`src/rtl/debounce_pkg.sv`:
```
// Shared constants and width helpers for the multi-channel debouncer.
// Build option: define DEBOUNCE_AUTOREPEAT_EN to add per-channel hold auto-repeat.
package debounce_pkg;

  // 50 us of stability at a 20 ns clock
  localparam int DELAY_COUNTS_50US = 2500;

  // Bits needed to hold the values 0..n inclusive
  function automatic int cnt_width(input int n);
    return $clog2(n + 1);
  endfunction

  function automatic int max_int(input int a, input int b);
    return (a > b) ? a : b;
  endfunction

endpackage

```
`src/rtl/debounce_channel.sv`:
```
// One debouncer channel: 2-flop synchroniser, saturating stability counter,
// debounced level with press/release pulses, and optional hold auto-repeat.
// Build option: DEBOUNCE_AUTOREPEAT_EN enables the hold counter and repeat_o.
module debounce_channel
  import debounce_pkg::*;
#(
  parameter int DELAY_COUNTS  = DELAY_COUNTS_50US,
  parameter int ACTIVE_LOW    = 0,
  parameter int REPEAT_DELAY  = 25000000,
  parameter int REPEAT_PERIOD = 5000000
) (
  input  logic clk,
  input  logic rst,
  input  logic button_i,
  output logic pressed_o,
  output logic press_o,
  output logic release_o,
  output logic repeat_o
);

  if (DELAY_COUNTS < 1) begin : g_bad_delay
    $error("debounce_channel: DELAY_COUNTS must be >= 1");
  end

  localparam int              CNT_W   = cnt_width(DELAY_COUNTS);
  localparam logic [CNT_W-1:0] CNT_MAX = CNT_W'(DELAY_COUNTS);
  localparam logic            INV     = (ACTIVE_LOW != 0);

  logic             sync1_q, sync2_q;
  logic             s;
  logic             prev_q, prev_d;
  logic [CNT_W-1:0] cnt_q, cnt_d;
  logic             lvl_q, lvl_d;
  logic             press_q, press_d;
  logic             rel_q, rel_d;

  // Synchroniser; flops reset to the raw idle level so the polarity-corrected
  // output starts inactive for either polarity.
  always_ff @(posedge clk or posedge rst) begin
    if (rst) begin
      sync1_q <= INV;
      sync2_q <= INV;
    end else begin
      sync1_q <= button_i;
      sync2_q <= sync1_q;
    end
  end

  assign s = sync2_q ^ INV;

  // Stability counter restarts on any change of s and saturates at DELAY_COUNTS;
  // a saturated, still-stable input commits its level on the following edge.
  always_comb begin
    prev_d  = prev_q;
    cnt_d   = cnt_q;
    lvl_d   = lvl_q;
    press_d = 1'b0;
    rel_d   = 1'b0;
    if (s != prev_q) begin
      prev_d = s;
      cnt_d  = '0;
    end else if (cnt_q == CNT_MAX) begin
      lvl_d   = prev_q;
      press_d = prev_q & ~lvl_q;
      rel_d   = ~prev_q & lvl_q;
    end else begin
      cnt_d = cnt_q + CNT_W'(1);
    end
  end

  // Counter, level and edge-pulse registers
  always_ff @(posedge clk or posedge rst) begin
    if (rst) begin
      prev_q  <= 1'b0;
      cnt_q   <= '0;
      lvl_q   <= 1'b0;
      press_q <= 1'b0;
      rel_q   <= 1'b0;
    end else begin
      prev_q  <= prev_d;
      cnt_q   <= cnt_d;
      lvl_q   <= lvl_d;
      press_q <= press_d;
      rel_q   <= rel_d;
    end
  end

  assign pressed_o = lvl_q;
  assign press_o   = press_q;
  assign release_o = rel_q;

`ifdef DEBOUNCE_AUTOREPEAT_EN
  localparam int            RW        = cnt_width(max_int(REPEAT_DELAY, REPEAT_PERIOD));
  localparam logic [RW-1:0] REP_FIRST = RW'(REPEAT_DELAY);
  localparam logic [RW-1:0] REP_NEXT  = RW'(REPEAT_PERIOD);

  logic [RW-1:0] hold_q, hold_d, hold_inc;
  logic          first_q, first_d;
  logic          rep_q, rep_d;

  // Hold counter: cleared by a press, runs while held, reloads after each
  // repeat; the cycle that commits a release never produces a repeat.
  always_comb begin
    hold_d   = hold_q;
    first_d  = first_q;
    rep_d    = 1'b0;
    hold_inc = hold_q + RW'(1);
    if (press_d) begin
      hold_d  = '0;
      first_d = 1'b1;
    end else if (lvl_q && !rel_d) begin
      if (hold_inc == (first_q ? REP_FIRST : REP_NEXT)) begin
        rep_d   = 1'b1;
        hold_d  = '0;
        first_d = 1'b0;
      end else begin
        hold_d = hold_inc;
      end
    end else begin
      hold_d = '0;
    end
  end

  // Hold counter and repeat pulse registers
  always_ff @(posedge clk or posedge rst) begin
    if (rst) begin
      hold_q  <= '0;
      first_q <= 1'b0;
      rep_q   <= 1'b0;
    end else begin
      hold_q  <= hold_d;
      first_q <= first_d;
      rep_q   <= rep_d;
    end
  end

  assign repeat_o = rep_q;
`else
  logic unused_rep_cfg;
  assign unused_rep_cfg = (REPEAT_DELAY == REPEAT_PERIOD);
  assign repeat_o       = 1'b0;
`endif

endmodule

```
`src/rtl/debounce_multi.sv`:
```
// N-channel pushbutton debouncer: independent channels, each with its own
// synchroniser, stability counter, level and press/release pulses.
// Build option: DEBOUNCE_AUTOREPEAT_EN adds hold auto-repeat on repeat_pulse.
module debounce_multi
  import debounce_pkg::*;
#(
  parameter int N_CH          = 4,
  parameter int DELAY_COUNTS  = DELAY_COUNTS_50US,
  parameter int ACTIVE_LOW    = 0,
  parameter int REPEAT_DELAY  = 25000000,
  parameter int REPEAT_PERIOD = 5000000
) (
  input  logic            clk,
  input  logic            rst,
  input  logic [N_CH-1:0] button,
  output logic [N_CH-1:0] button_pressed,
  output logic [N_CH-1:0] press_pulse,
  output logic [N_CH-1:0] release_pulse,
  output logic [N_CH-1:0] repeat_pulse
);

  if (N_CH < 1) begin : g_bad_nch
    $error("debounce_multi: N_CH must be >= 1");
  end

  for (genvar i = 0; i < N_CH; i++) begin : g_ch
    debounce_channel #(
      .DELAY_COUNTS (DELAY_COUNTS),
      .ACTIVE_LOW   (ACTIVE_LOW),
      .REPEAT_DELAY (REPEAT_DELAY),
      .REPEAT_PERIOD(REPEAT_PERIOD)
    ) u_ch (
      .clk      (clk),
      .rst      (rst),
      .button_i (button[i]),
      .pressed_o(button_pressed[i]),
      .press_o  (press_pulse[i]),
      .release_o(release_pulse[i]),
      .repeat_o (repeat_pulse[i])
    );
  end

endmodule

```
`config.mk`:
```
export PLATFORM = sky130hd
export DESIGN_NAME = debounce_multi
export DESIGN_NICKNAME = d
export VERILOG_FILES = /design/src/rtl/debounce_pkg.sv /design/src/rtl/debounce_channel.sv /design/src/rtl/debounce_multi.sv
export SDC_FILE = /design/constraint.sdc
export NUM_CORES = 1
export LEC_CHECK = 0
export ABC_CLOCK_PERIOD_IN_PS = 3200
export CORE_MARGIN = 2
export CORE_UTILIZATION = 59
export DETAILED_ROUTE_END_ITERATION = 8
export PLACE_DENSITY = 0.75
export SLEW_MARGIN = 20
export SYNTH_ARGS = -nofsm -noshare
export SYNTH_HDL_FRONTEND = slang
export SYNTH_SLANG_ARGS = --single-unit
```
`constraint.sdc`:
```
create_clock -name clk -period 3.2 [get_ports clk]
set_input_delay 0.64 -clock clk [delete_from_list [all_inputs] [get_ports clk]]
set_output_delay 0.64 -clock clk [all_outputs]
set_load 0.05 [all_outputs]
```
==> metrics <==
Max H-tree Level=3; VDD IR max=~390 uV; ys async rst share=100%; Root Buffer=clkbuf_8; Final GP Congestion=0.845; Core Rows=28; net load switching power=0.000475 W; first-pass iteration count of the detailed router=6; Max Root-Sink Buffers=2; Post-synth EDFFs=0; sequential power share=about half; fin area=a little under 4000 sq um; top_reg_cell synth=dfrtp_1; Logic pwr share=7.7%; Worst-path clk slew=0.07 ns; Buf/Inv on CP=1; drt drc=0; n_diodes=0; Startpoint Class=flop; run status=finished clean; switching part of the total=24.4%; Post-Syn Area=about 3600 sq um; worst reg-to-reg setup slack=1.27 ns; Final Non-Filler Cells=439; Final Total Pwr=0.00195 W; Total Die Area=6680 sq um; DP Wirelength=~4.5 mm; CP max-delay cell=clkdlybuf4s50_1; RSZ-0062 raised after global routing=no; CP endpoint kind=output pin; fraction of final layout cells sized beyond drive strength 1=between 6 and 7%; Overflow after GRT=0; WS Path Type=flop to output pin; final setup fails=0; Tmin final=2.22 ns; Final Hold Viols=0; Synth Instances=351; setup TNS=0 ns; CTS Hold Bufs=0; CP Data Arrival Time=1.58 ns; clk sinks=72; pin count of the biggest net entering global routing=35; clock network fraction of total power=about two fifths; total leakage power=1.57 nW; worst path cell trace=clkdlybuf4s50_1; Routed WL=between 6 and 7 mm; syn_area_per_cell=10.2 sq um; max_cap viols=0; Cell Pwr Density=496 nW/um^2; Gates resized, CTS repair=0; largest area contributor in the netlist=dfrtp_1; largest fanout on the critical path=5; CTS tree=yes; clock buffer count from CTS=9; # fillers=479; Total GRT Usage=22.6%; Crit path largest cell delay=0.82 ns; Iter 0 DRT Violations=131; FF+latch count, synth=72; Die X=81.7 um; synthesis-to-layout area growth=10.1%; Post-DP Area=3690 sq um; relative slew slack=43.6%; drt wl/cell=roughly 15 um; Final period util=69.3%; Final Skew=0.0104 ns; routed vias/inst=6.07; initial core utilization=60.6%; vias post-DR=2666; number of global-route vias before repair=about 2600; Final nets=373; I/O pin count=22; Pint=0.00147 W; register area share after synthesis=50.5%; synth unique cells=39; clk_lat worst skew=between 0.3 and 0.4 ns; first-pass GRT wire length=11.6 mm; top cells by area, synth=dfrtp_1 (51%), o31ai_1 (4.6%), a21oi_1 (3.9%); initial antenna violation count=0; Slew Viols, Final=0; floorplan die height=81.7 um; Tightest Pin Transition=0.843 ns; Fmax=451 MHz; PortBufs=17; area share of the leading cell type in the synthesized netlist=50.5%; HP Class=flop to flop; yosys warns=0; CP required=2.56 ns; ANT nets after route=0; core region area=5890 sq um; CP delay by family, top=buffers and inverters; Post-Place Cells=423; total setup buffers inserted after CTS=0
-- layout make-up --
class	count	area, sq um	share of cell area [%]
flip-flops and latches	72	1800	45.9
multi-input cells	237	1540	39.2
repair buffers	19	185	4.72
clock buffers	11	151	3.86
well taps	75	93.8	2.39
clock inverters	5	78.8	2.01
inverters	20	75.1	1.91
-- per-stage QoR --
stage	utilization, %	setup slack (ns)	hold slack [ns]
after floorplan	-	0.735	0.331
after global placement	62.8	1.35	0.334
after detailed placement	62.8	1.33	0.336
after CTS	66.7	0.952	0.354
after global routing	66.7	0.907	0.361
final	66.7	0.981	0.348
-- power by group through the flow --
stage	registers (W)	clock network (W)	logic, W
final	0.000985	0.000814	0.000150
after global routing	0.000991	0.000873	0.000175
after CTS	0.000984	0.000832	0.000152
after detailed placement	0.00100	0	0.000150
after global placement	0.00100	0	0.000148
after floorplan	0.000991	0	0.000119
-- routing by layer --
metal / wire [um] / GRT usage, % / vias to the layer above
met3: 185 / 4.29 / 15
met5: 0 / 0 / -
met2: 3180 / 34.8 / 44
met1: 3180 / 30.5 / 1303
li1: - / - / 1304
met4: 131 / 11.3 / 0
-- sequential cells by signal, summed over array words and instances (netlist names) --
register             cells
g_ch.u_ch.release_o      4
g_ch.u_ch.s              4
g_ch.u_ch.cnt_q         48
g_ch.u_ch.sync1_q        4
g_ch.u_ch.prev_q         4
g_ch.u_ch.pressed_o      4
g_ch.u_ch.press_o        4
-- final timing paths --
kind | from | end | depth (start not counted)
min in group asynchronous | rst | g_ch[0].u_ch.cnt_q[8]$_DFFE_PP0P_ | 2
worst max-delay path | g_ch[0].u_ch.pressed_o$_DFFE_PP0P_ | button_pressed[0] | 1
max in group asynchronous | rst | g_ch[1].u_ch.cnt_q[9]$_DFFE_PP0P_ | 3
worst max register to register | g_ch[3].u_ch.cnt_q[0]$_DFFE_PP0P_ | g_ch[3].u_ch.release_o$_DFF_PP0_ | 5
worst min register to register | g_ch[1].u_ch.sync1_q$_DFF_PP0_ | g_ch[1].u_ch.s$_DFF_PP0_ | 0
worst min-delay path | g_ch[1].u_ch.sync1_q$_DFF_PP0_ | g_ch[1].u_ch.s$_DFF_PP0_ | 0
-- Yosys cell counts, types with 2 or more instances --
library cell,n
dfrtp_1,72
nand2_1,29
a21oi_1,28
o31ai_1,22
inv_1,20
nand3_1,18
buf_4,16
o21ai_0,16
or4_1,16
nand4_1,10
or3_1,10
clkbuf_1,8
ha_1,8
nor4_1,8
xor2_1,8
mux2i_1,7
nor3_1,7
a31oi_1,6
and3_1,5
nand2b_1,4
nor2_1,4
nor4b_1,4
xnor2_1,4
o211ai_1,3
a311o_1,2
nand4b_1,2
nor4bb_1,2
-- cells in the final DEF (no fill, tap or decap), drive strengths merged, types with 5 or more instances in the layout --
cell type      synthesis  final
dfrtp                 72     72
nand2                 29     29
a21oi                 28     28
o31ai                 22     22
inv                   20     20
nand3                 18     18
or4                   18     18
clkdlybuf4s50          0     17
o21ai                 16     16
clkbuf                 8     11
nand4                 10     10
or3                   10     10
xor2                   8      8
nor4                   8      8
ha                     8      8
nor3                   7      7
mux2i                  7      7
a31oi                  6      6
and3                   5      5
nor4b                  5      5
-- cell families after synthesis --
family | after synthesis | share of synthesized area [%]
and+or+nand+nor | 125 | 21.0
muxes | 7 | 1.96
other | 1 | 0.105
xor gates and xnor gates | 12 | 2.95
AOI/OAI and AO/OA | 81 | 14.0
adders and majority gates | 8 | 2.81
DFF | 72 | 50.5
buffers and inverters | 45 | 6.63
(Power assumes the default switching activity.)
